`config.mk`:
```
export PLATFORM = sky130hd
export DESIGN_NAME = fixed_decoder_flat
export DESIGN_NICKNAME = d
export VERILOG_FILES = /design/src/rtl/fixed_decoder_if.sv /design/src/rtl/fixed_decoder.sv /design/src/flat_wrapper.sv
export SDC_FILE = /design/constraint.sdc
export NUM_CORES = 1
export LEC_CHECK = 0
export BUFFER_PORTS_ARGS = -buffer_cell sky130_fd_sc_hd__buf_2
export CAP_MARGIN = 20
export CORE_ASPECT_RATIO = 0.6
export CORE_MARGIN = 4
export CORE_UTILIZATION = 60
export DETAILED_ROUTE_END_ITERATION = 8
export PLACE_DENSITY_LB_ADDON = 0.05
export SLEW_MARGIN = 15
export SYNTH_ARGS = -nofsm -noshare
export SYNTH_HDL_FRONTEND = slang
export SYNTH_SLANG_ARGS = --single-unit
```
`constraint.sdc`:
```
create_clock -name iClock -period 8.66 [get_ports iClock]
set_input_delay 0 -clock iClock [delete_from_list [all_inputs] [get_ports iClock]]
set_output_delay 0 -clock iClock [all_outputs]
set_load 0.005 [all_outputs]
```
`src/rtl/fixed_decoder_if.sv`:
```
// Bus between the residual-decoder side and fixed_decoder.
// The master drives the subframe control and residuals; the slave returns reconstructed PCM.
interface fixed_decoder_if;
    logic               iStart;
    logic [2:0]         iOrder;
    logic [15:0]        iNSamples;
    logic signed [15:0] iSample;
    logic               iValid;
    logic signed [15:0] oSample;
    logic               oValid;
    logic               oDone;
    logic               oError;

    modport master (
        output iStart, iOrder, iNSamples, iSample, iValid,
        input  oSample, oValid, oDone, oError
    );

    modport slave (
        input  iStart, iOrder, iNSamples, iSample, iValid,
        output oSample, oValid, oDone, oError
    );
endinterface

```
`src/rtl/fixed_decoder.sv`:
```
// FLAC-style fixed-predictor subframe decoder: passes warm-up samples through, then adds residuals
// to an order 0..4 polynomial prediction. FIXED_DECODER_SATURATE_EN clamps results instead of wrapping.
module fixed_decoder (
    input  logic            iClock,
    input  logic            iReset,
    input  logic            iEnable,
    fixed_decoder_if.slave  bus
);
    typedef enum logic [1:0] {
        S_IDLE     = 2'd0,
        S_WARMUP   = 2'd1,
        S_RESIDUAL = 2'd2,
        S_DONE     = 2'd3
    } state_t;

    state_t             state_r, state_s;
    logic [2:0]         order_r, order_s;
    logic [15:0]        n_r, n_s;
    logic [15:0]        cnt_r, cnt_s;
    logic signed [15:0] s1_r, s2_r, s3_r, s4_r;
    logic signed [15:0] s1_s, s2_s, s3_s, s4_s;
    logic signed [15:0] sample_r, sample_s;
    logic               valid_r, valid_s;
    logic               done_r, done_s;
    logic               error_r, error_s;
    logic [15:0]        cnt_inc_s;
    logic signed [20:0] sum_s;
    logic signed [15:0] result_s;
    logic               illegal_s;

    function automatic logic signed [20:0] sext(input logic signed [15:0] v);
        return {{5{v[15]}}, v};
    endfunction

    // Worst case |4s1-6s2+4s3-s4| + |residual| stays below 2^20, so 21 bits never overflow.
    function automatic logic signed [20:0] predict(
        input logic [2:0]         order,
        input logic signed [15:0] s1,
        input logic signed [15:0] s2,
        input logic signed [15:0] s3,
        input logic signed [15:0] s4
    );
        logic signed [20:0] p;
        case (order)
            3'd1:    p = sext(s1);
            3'd2:    p = sext(s1) * 21'sd2 - sext(s2);
            3'd3:    p = sext(s1) * 21'sd3 - sext(s2) * 21'sd3 + sext(s3);
            3'd4:    p = sext(s1) * 21'sd4 - sext(s2) * 21'sd6 + sext(s3) * 21'sd4 - sext(s4);
            default: p = 21'sd0;
        endcase
        return p;
    endfunction

    function automatic logic signed [15:0] to_pcm(input logic signed [20:0] v);
        logic signed [15:0] r;
`ifdef FIXED_DECODER_SATURATE_EN
        if (v > 21'sd32767) begin
            r = 16'sh7FFF;
        end else if (v < -21'sd32768) begin
            r = 16'sh8000;
        end else begin
            r = v[15:0];
        end
`else
        r = v[15:0];
`endif
        return r;
    endfunction

    assign cnt_inc_s = cnt_r + 16'd1;
    assign sum_s     = sext(bus.iSample) + predict(order_r, s1_r, s2_r, s3_r, s4_r);
    assign result_s  = to_pcm(sum_s);
    assign illegal_s = (bus.iOrder > 3'd4);

    // Next-state and next-output logic; everything holds while iEnable is low.
    always_comb begin
        state_s  = state_r;
        order_s  = order_r;
        n_s      = n_r;
        cnt_s    = cnt_r;
        s1_s     = s1_r;
        s2_s     = s2_r;
        s3_s     = s3_r;
        s4_s     = s4_r;
        sample_s = sample_r;
        valid_s  = valid_r;
        done_s   = done_r;
        error_s  = error_r;
        if (iEnable) begin
            valid_s = 1'b0;
            done_s  = 1'b0;
            if (bus.iStart) begin
                order_s = bus.iOrder;
                n_s     = bus.iNSamples;
                cnt_s   = 16'd0;
                s1_s    = 16'sd0;
                s2_s    = 16'sd0;
                s3_s    = 16'sd0;
                s4_s    = 16'sd0;
                error_s = illegal_s;
                if (illegal_s || (bus.iNSamples == 16'd0)) begin
                    state_s = S_DONE;
                end else if (bus.iOrder != 3'd0) begin
                    state_s = S_WARMUP;
                end else begin
                    state_s = S_RESIDUAL;
                end
            end else begin
                case (state_r)
                    S_WARMUP, S_RESIDUAL: begin
                        if (bus.iValid) begin
                            sample_s = (state_r == S_WARMUP) ? bus.iSample : result_s;
                            valid_s  = 1'b1;
                            s1_s     = sample_s;
                            s2_s     = s1_r;
                            s3_s     = s2_r;
                            s4_s     = s3_r;
                            cnt_s    = cnt_inc_s;
                            // Block size is checked first so N < order ends inside warm-up.
                            if (cnt_inc_s == n_r) begin
                                state_s = S_DONE;
                            end else if (cnt_inc_s == {13'd0, order_r}) begin
                                state_s = S_RESIDUAL;
                            end else begin
                                state_s = state_r;
                            end
                        end else begin
                            state_s = state_r;
                        end
                    end
                    S_DONE: begin
                        done_s  = 1'b1;
                        state_s = S_IDLE;
                    end
                    S_IDLE:  state_s = S_IDLE;
                    default: state_s = S_IDLE;
                endcase
            end
        end else begin
            state_s = state_r;
        end
    end

    // State, history and registered outputs; synchronous reset overrides everything.
    always_ff @(posedge iClock) begin
        if (iReset) begin
            state_r  <= S_IDLE;
            order_r  <= 3'd0;
            n_r      <= 16'd0;
            cnt_r    <= 16'd0;
            s1_r     <= 16'sd0;
            s2_r     <= 16'sd0;
            s3_r     <= 16'sd0;
            s4_r     <= 16'sd0;
            sample_r <= 16'sd0;
            valid_r  <= 1'b0;
            done_r   <= 1'b0;
            error_r  <= 1'b0;
        end else begin
            state_r  <= state_s;
            order_r  <= order_s;
            n_r      <= n_s;
            cnt_r    <= cnt_s;
            s1_r     <= s1_s;
            s2_r     <= s2_s;
            s3_r     <= s3_s;
            s4_r     <= s4_s;
            sample_r <= sample_s;
            valid_r  <= valid_s;
            done_r   <= done_s;
            error_r  <= error_s;
        end
    end

    assign bus.oSample = sample_r;
    assign bus.oValid  = valid_r;
    assign bus.oDone   = done_r;
    assign bus.oError  = error_r;
endmodule
```
`src/flat_wrapper.sv`:
```
// flat-port wrapper written by rule: the top's interface ports become plain ports
module fixed_decoder_flat 
  (iClock, iReset, iEnable, bus_iStart, bus_iOrder, bus_iNSamples, bus_iSample, bus_iValid, bus_oSample, bus_oValid, bus_oDone, bus_oError);
  fixed_decoder_if bus_i ();
  input  logic iClock;
  input  logic iReset;
  input  logic iEnable;
  input wire logic [$bits(bus_i.iStart)-1:0] bus_iStart;
  input wire logic [$bits(bus_i.iOrder)-1:0] bus_iOrder;
  input wire logic [$bits(bus_i.iNSamples)-1:0] bus_iNSamples;
  input wire logic [$bits(bus_i.iSample)-1:0] bus_iSample;
  input wire logic [$bits(bus_i.iValid)-1:0] bus_iValid;
  output wire logic [$bits(bus_i.oSample)-1:0] bus_oSample;
  output wire logic [$bits(bus_i.oValid)-1:0] bus_oValid;
  output wire logic [$bits(bus_i.oDone)-1:0] bus_oDone;
  output wire logic [$bits(bus_i.oError)-1:0] bus_oError;
  assign bus_i.iStart = bus_iStart;
  assign bus_i.iOrder = bus_iOrder;
  assign bus_i.iNSamples = bus_iNSamples;
  assign bus_i.iSample = bus_iSample;
  assign bus_i.iValid = bus_iValid;
  assign bus_oSample = bus_i.oSample;
  assign bus_oValid = bus_i.oValid;
  assign bus_oDone = bus_i.oDone;
  assign bus_oError = bus_i.oError;
  fixed_decoder u_core (.iClock(iClock), .iReset(iReset), .iEnable(iEnable), .bus(bus_i));
endmodule
```
==> impl_metrics.tcl, run 1 <==
set metrics [dict create \
    syn_inst 1307 \
    status "finished, final reports clean" \
    fin_crit_sh 0.8229 \
    grt_use_total 0.2903 \
    avgViaCountPerCell 5.712 \
    seqCellArea_um2 2402 \
    seq_power_share 0.341 \
    synth-edff-count 0 \
    relSlewSlack 0.2419 \
    multi_input_area_um2 7400 \
    hold_violations 0 \
    drc 0 \
    first_global_vias 9162 \
    area_growth_pct 14.06 \
    dieArea_um2 19980 \
    ys_seq_area_frac 0.2260 \
    critPathCaptureType "flop" \
    route.met3.wl_mm 1.773 \
    worstPathArrival_ns 7.42 \
    power.density_nw_per_um2 138.1 \
    drt_wl_total_mm 28.05 \
    start_util 0.6155 \
    via_count 9282 \
    yosys.area.top_type "dfxtp_1" \
    n_antenna_cell 0 \
    die-height_um 111.1 \
    synth_nets 1521 \
    setup_violations 0 \
    yosysWarnings 0 \
    cts_buffers 17 \
    synthFlopType "dfxtp_1" \
    pin_count 59 \
    dp_hpwl_mm 20.75 \
    gp_congestion 0.8933 \
    final_cells 1625 \
    ctsResizeCount 0 \
    worstPathMaxFanout 7 \
    finalSetupTns_ns 0 \
    portBuffers 58 \
    clk_path_buf_depth 2 \
    die_x_um 179.8 \
    synth-seq-cells 120 \
    hold_start "bus_iSample[11]" \
    clkLatencyLatePin_ns 0.44 \
    grt_pass1_wl_mm 47.40 \
    dr.pass1.iters 5 \
    finClkSkew_ns 0.009252 \
    syn-cell-area_um2 10630 \
    synth_area_leaders "dfxtp_1 23%, fa_1 13%, ha_1 12%, inv_1 6.0%, xnor2_1 6.0%" \
    cts_setup_buffers 0 \
    rsz0062_at_grt "no" \
    fmax_ghz 0.1403 \
    intPower_uw 1207 \
    max_stage_delay_ns 0.52 \
    core_area_um2 17270 \
    routed.top_layer "met4" \
    grt_overflow_total 0 \
    cts_sinks 120 \
    worstSetupPathType "reg -> reg" \
    grt_max_degree 101 \
    clkPwrFrac 0.470 \
    crit_path_start "u_core.s2_r[1]" \
    r2r-start "u_core.s2_r[1]" \
    wl_met2_mm 11.62 \
    p_leak_uw 0.005325 \
    root_buffer "clkbuf_16" \
    pwr-share-comb 0.189 \
    cp_data_required_time_ns 8.96 \
    hp-class "in -> reg" \
    synth_top_cells_by_count "171 x inv_1, 127 x nor2_1, 125 x nand2_1" \
    yosysMostFrequentCell "inv_1" \
    p_total_uw 1674 \
    drive_above_1_share 0.08052 \
    wl_per_cell_um 17.26 \
    ir_drop_mv 0.1731 \
    cts_tree "done" \
    period_needed_ns 7.127 \
    worstMarginPinSlew_ns 1.137 \
    switching_share 0.2787 \
    syn_area_per_cell_um2 8.132 \
    finalNetCount 1592 \
    ant_nets 0 \
    clk_pin_slew_ns 0.06 \
    fillCellCount 1420 \
    cap_violations 0 \
    synthArstFlopShare 0 \
    crit_path_top_delay_cell "fa_1" \
    drt-met1-wl_mm 14.23 \
    h-tree-depth 4 \
    dp_cells 1553 \
    synth.distinct_cells 63 \
    dr.first_iter.drc_count 705 \
    synth.top_cell.area_share 0.2260 \
    p_sw_uw 466.6 \
    slew_violations 0 \
    antenna_found_initial 0 \
    cp-start-kind "flop" \
    cpMostUsedCell "ha_1" \
    rows 37 \
]
-- through the flow --
| step | utilization | instance area [um2] | worst slack [ns] | hold WS, ns |
|---|---|---|---|---|
| after floorplan | - | 10630 | 2.331 | 0.1360 |
| final | 0.7021 | 12120 | 1.533 | 0.01472 |
| after global routing | 0.7021 | 12120 | 1.024 | 0.04678 |
| after detailed placement | 0.6413 | 11070 | 1.611 | 0.2573 |
| after global placement | 0.6413 | 11070 | 1.821 | 0.2570 |
| after CTS | 0.7021 | 12120 | 1.581 | 0.0001844 |
-- cell type report --
| class | count | share of cell area |
|---|---|---|
| multi-input cells | 964 | 0.6104 |
| flip-flops and latches | 120 | 0.1982 |
| repair buffers | 104 | 0.06089 |
| inverters | 171 | 0.05295 |
| clock buffers | 21 | 0.03963 |
| well taps | 234 | 0.02415 |
| clock inverters | 11 | 0.01383 |
-- cell usage in the layout (no fill, tap or decap), drive strengths merged, types with 4 or more instances in the layout --
master / count
o21a: 4
a31oi: 5
o21bai: 11
or3: 9
o21ai: 55
inv: 172
mux2i: 13
nor4: 12
a21oi: 101
fa: 71
a21o: 13
a211oi: 10
a22oi: 59
ha: 103
nand2: 126
xnor2: 73
clkbuf: 21
nor2: 127
dfxtp: 120
clkinv: 4
o211ai: 8
nor3: 22
dlygate4sd3: 40
buf: 64
o2111ai: 4
nand3: 24
bufinv: 4
nor2b: 18
and3: 6
nand2b: 12
xor2: 31
o22ai: 4
o221ai: 5
nand3b: 5
-- what timing repair did --
action	in CTS	in global routing
hold endpoints to repair	38	0
endpoints found under the setup margin	0	0
hold buffers	40	0
-- worst max-delay path: cells and delay by family, from the launching register on --
kind | cells | cell delay [ns]
flops | 1 | 0.50
xor+xnor | 1 | 0.09
fa+ha+maj | 7 | 2.67
buf+inv | 3 | 0.21
simple gates | 5 | 0.51
compound gates | 13 | 3.01
-- sequential cells by signal (all words and copies together), names as in the netlist --
register / cells
u_core.bus.oDone: 1
u_core.bus.oError: 1
u_core.bus.oSample: 16
u_core.bus.oValid: 1
u_core.cnt_r: 16
u_core.n_r: 16
u_core.order_r: 3
u_core.s1_r: 16
u_core.s2_r: 16
u_core.s3_r: 16
u_core.s4_r: 16
u_core.state_r: 2
-- path summary, 6_finish.rpt --
path	end	slack, ns	cells after the start
worst min register to register	u_core.bus.oSample[3]	0.45	2
worst max-delay path	u_core.bus.oSample[15]	1.53	29
worst max register to register	u_core.bus.oSample[15]	1.53	29
worst min-delay path	u_core.bus.oSample[11]	0.01	3
-- layer usage --
layer	up-vias	track usage
li1	4555	-
met1	4417	0.4379
met2	274	0.4172
met3	36	0.06689
met4	0	0.07458
met5	-	0
-- cells by family (layout without fill, tap and decap cells) --
group                    Yosys count  in the layout  share of synthesized area
AND/OR/NAND/NOR                  374            374                     0.1613
AO/OA/AOI/OAI                    297            297                     0.1776
buffers and inverters            223            307                    0.07899
adder cells (fa/ha/maj)          174            174                     0.2550
flip-flops                       120            120                     0.2260
XOR/XNOR                         105            105                    0.08782
multiplexers                      14             14                    0.01330
-- power by group through the flow --
stage / sequential [uW] / combinational (uW) / clock [uW]
3_3_place_gp: 582 / 292 / 0
6_report: 570 / 317 / 787
3_5_place_dp: 582 / 296 / 0
5_1_grt: 571 / 354 / 823
2_1_floorplan: 578 / 227 / 0
4_1_cts: 570 / 312 / 796
(Power assumes the default switching activity.)
==> inputs of run 2 (changes only) <==
Settings changed: CORE_UTILIZATION 60 to 57.
Clock period 8.66 ns to 6.4 ns, I/O delays scaled along.
==> run 2 against run 1 <==
Net effect: sequential power grew 35%; worst hold slack lost 0.0060 ns; critical path type unchanged; total power grew 40%; largest power group unchanged; design area grew 4.0%; clock power grew 39%; sequential cell count is the same; critical path depth shrank 2; non-clock buffer count grew 29; maximum frequency grew 16%; via count grew 2.0%; cell count grew 2.2%; worst setup slack lost 1.3 ns.
==> impl_metrics.tcl, run 2 (synthesized netlist as in run 1, its figures left out) <==
set metrics [dict create \
    status "finished, final reports clean" \
    dieArea_um2 20970 \
    reg2reg_to "u_core.bus.oSample[15]" \
    dr.pass1.iters 5 \
    p_sw_uw 667.3 \
    fin_hold_ws_ns 0.008760 \
    clk_pin_slew_ns 0.06 \
    gp_congestion 0.8856 \
    worstMarginPinSlew_ns 0.9402 \
    portBuffers 58 \
    ant_nets 0 \
    drt_wl_total_mm 28.36 \
    p_leak_uw 0.005464 \
    mostFrequentLayoutCell "inv_1" \
    fin_crit_sh 0.9640 \
    clk_path_buf_depth 2 \
    cts_buffers 17 \
    grt_overflow_total 0 \
    fillCellCount 1517 \
    dp_hpwl_mm 21.06 \
    intPower_uw 1668 \
    clkPwrFrac 0.465 \
    cap_violations 0 \
    die_x_um 184.3 \
    r2r-start "u_core.s2_r[1]" \
    power.density_nw_per_um2 185.2 \
    setup_ws_ns 0.2306 \
    first_global_vias 8944 \
    cts_tree "done" \
    cp_data_required_time_ns 6.70 \
    antenna_found_initial 0 \
    switching_share 0.2857 \
    hold_violations 0 \
    avgViaCountPerCell 5.702 \
    place_ws_ns -0.2496 \
    pwr-share-comb 0.205 \
    h-tree-depth 4 \
    ir_drop_mv 0.1995 \
    worstPathMaxFanout 5 \
    core_area_um2 18160 \
    area_growth_pct 18.62 \
    fmax_ghz 0.1621 \
    hp-class "in -> reg" \
    grt_use_total 0.2778 \
    period_needed_ns 6.169 \
    r2r_cells 27 \
    critPathCaptureType "flop" \
    cts_sinks 120 \
    grt_pass1_wl_mm 46.62 \
    worstSetupPathType "reg -> reg" \
    relSlewSlack 0.3719 \
    hold_start "bus_iSample[2]" \
    rrSetupSlack_ns 0.23 \
    cp-start-kind "flop" \
    clkLatencyLatePin_ns 0.44 \
    layout_common_cells "169 x inv_1, 127 x nor2_1, 125 x nand2_1" \
    wl_per_cell_um 17.08 \
    seq_power_share 0.330 \
    setup_violations 0 \
    root_buffer "clkbuf_16" \
    via_count 9465 \
    drc 0 \
    finClkSkew_ns 0.009922 \
    grt_max_degree 74 \
    pin_count 59 \
    dr.first_iter.drc_count 748 \
    n_antenna_cell 0 \
    slew_violations 0 \
    finalNetCount 1621 \
    die-height_um 113.8 \
    start_util 0.5852 \
    worstPathArrival_ns 6.47 \
    hold_path_end "u_core.bus.oSample[2]" \
    drive_above_1_share 0.1408 \
    hold_depth 5 \
    rows 38 \
]
run 2: cell types whose count changed in the layout (fill, tap and decap cells not counted), sizes merged:
| cell | delta |
|---|---|
| clkbuf | -3 |
| bufinv | +1 |
| clkinv | +1 |
| inv | +2 |
| buf | +42 |
| clkinvlp | -1 |
| dlygate4sd3 | -13 |
run 2: layer usage:
layer | track usage | routed length (um) | vias up
li1 | - | - | 4609
met1 | 0.4237 | 13910 | 4559
met2 | 0.4072 | 12220 | 272
met3 | 0.05290 | 1938 | 25
met4 | 0.06352 | 292 | 0
met5 | 0 | 0 | -
run 2: critical path: stages, from the launching register on:
cell	delay [ns]
dfxtp_2	0.33
buf_6	0.13
ha_1	0.22
ha_4	0.19
fa_2	0.52
inv_1	0.05
fa_1	0.47
inv_1	0.05
fa_1	0.48
inv_1	0.06
ha_4	0.22
buf_4	0.15
o21ai_4	0.17
o21ai_1	0.11
a31o_2	0.29
xor2_1	0.14
a32oi_1	0.17
o21ai_1	0.10
ha_2	0.19
or3_4	0.39
a211oi_4	0.30
nor4_4	0.09
a211oi_2	0.31
a21oi_2	0.13
buf_4	0.16
nor3b_1	0.12
a311oi_1	0.36
nand3_1	0.13
run 2: per-stage QoR:
stage	cells	utilization	power (uW)	instance area [um2]	TNS (ns)
5_1_grt	1660	0.6942	2430	12610	-0.01653
3_3_place_gp	1591	0.6234	1202	11320	0
4_1_cts	1651	0.6777	2314	12310	0
6_report	1660	0.6942	2335	12610	0
3_5_place_dp	1591	0.6234	1206	11320	-0.5570
2_1_floorplan	1307	-	1089	10630	0
run 2: power groups by stage:
stage / clock, uW / sequential (uW) / combinational [uW]
5_1_grt: 1130 / 772 / 527
6_report: 1090 / 771 / 479
2_1_floorplan: 0 / 782 / 306
4_1_cts: 1100 / 770 / 443
3_5_place_dp: 0 / 787 / 420
3_3_place_gp: 0 / 787 / 415
run 2: timing repair:
| action | 4_1_cts | 5_1_grt |
|---|---|---|
| endpoints found under the setup margin | 4 | 7 |
| endpoints found under the hold margin | 31 | 0 |
| hold buffers | 27 | 0 |
| pin swaps | 4 | 41 |
| resized for setup | 12 | 54 |
| buffers inserted | 1 | 9 |
run 2: how the worst max path moves through the flow:
stage                              start                endpoint  cells after the start
after CTS                 u_core.s2_r[1]  u_core.bus.oSample[15]                     27
final                     u_core.s2_r[1]  u_core.bus.oSample[15]                     27
after floorplan           u_core.s2_r[1]  u_core.bus.oSample[15]                     28
after detailed placement  u_core.s2_r[1]  u_core.bus.oSample[15]                     29
after global routing      u_core.s2_r[1]  u_core.bus.oSample[15]                     28
after global placement    u_core.s2_r[1]  u_core.bus.oSample[15]                     29
run 2: layout make-up:
class                           instances  area, um2  share of cell area
Clock buffer                           18      429.2             0.03404
Clock inverter                         14      220.2             0.01747
Inverter                              171      641.9             0.05091
Multi-Input combinational cell        964       7679              0.6090
Sequential cell                       120       2407              0.1909
Tap cell                              240      300.3             0.02382
Timing Repair Buffer                  133      930.9             0.07383
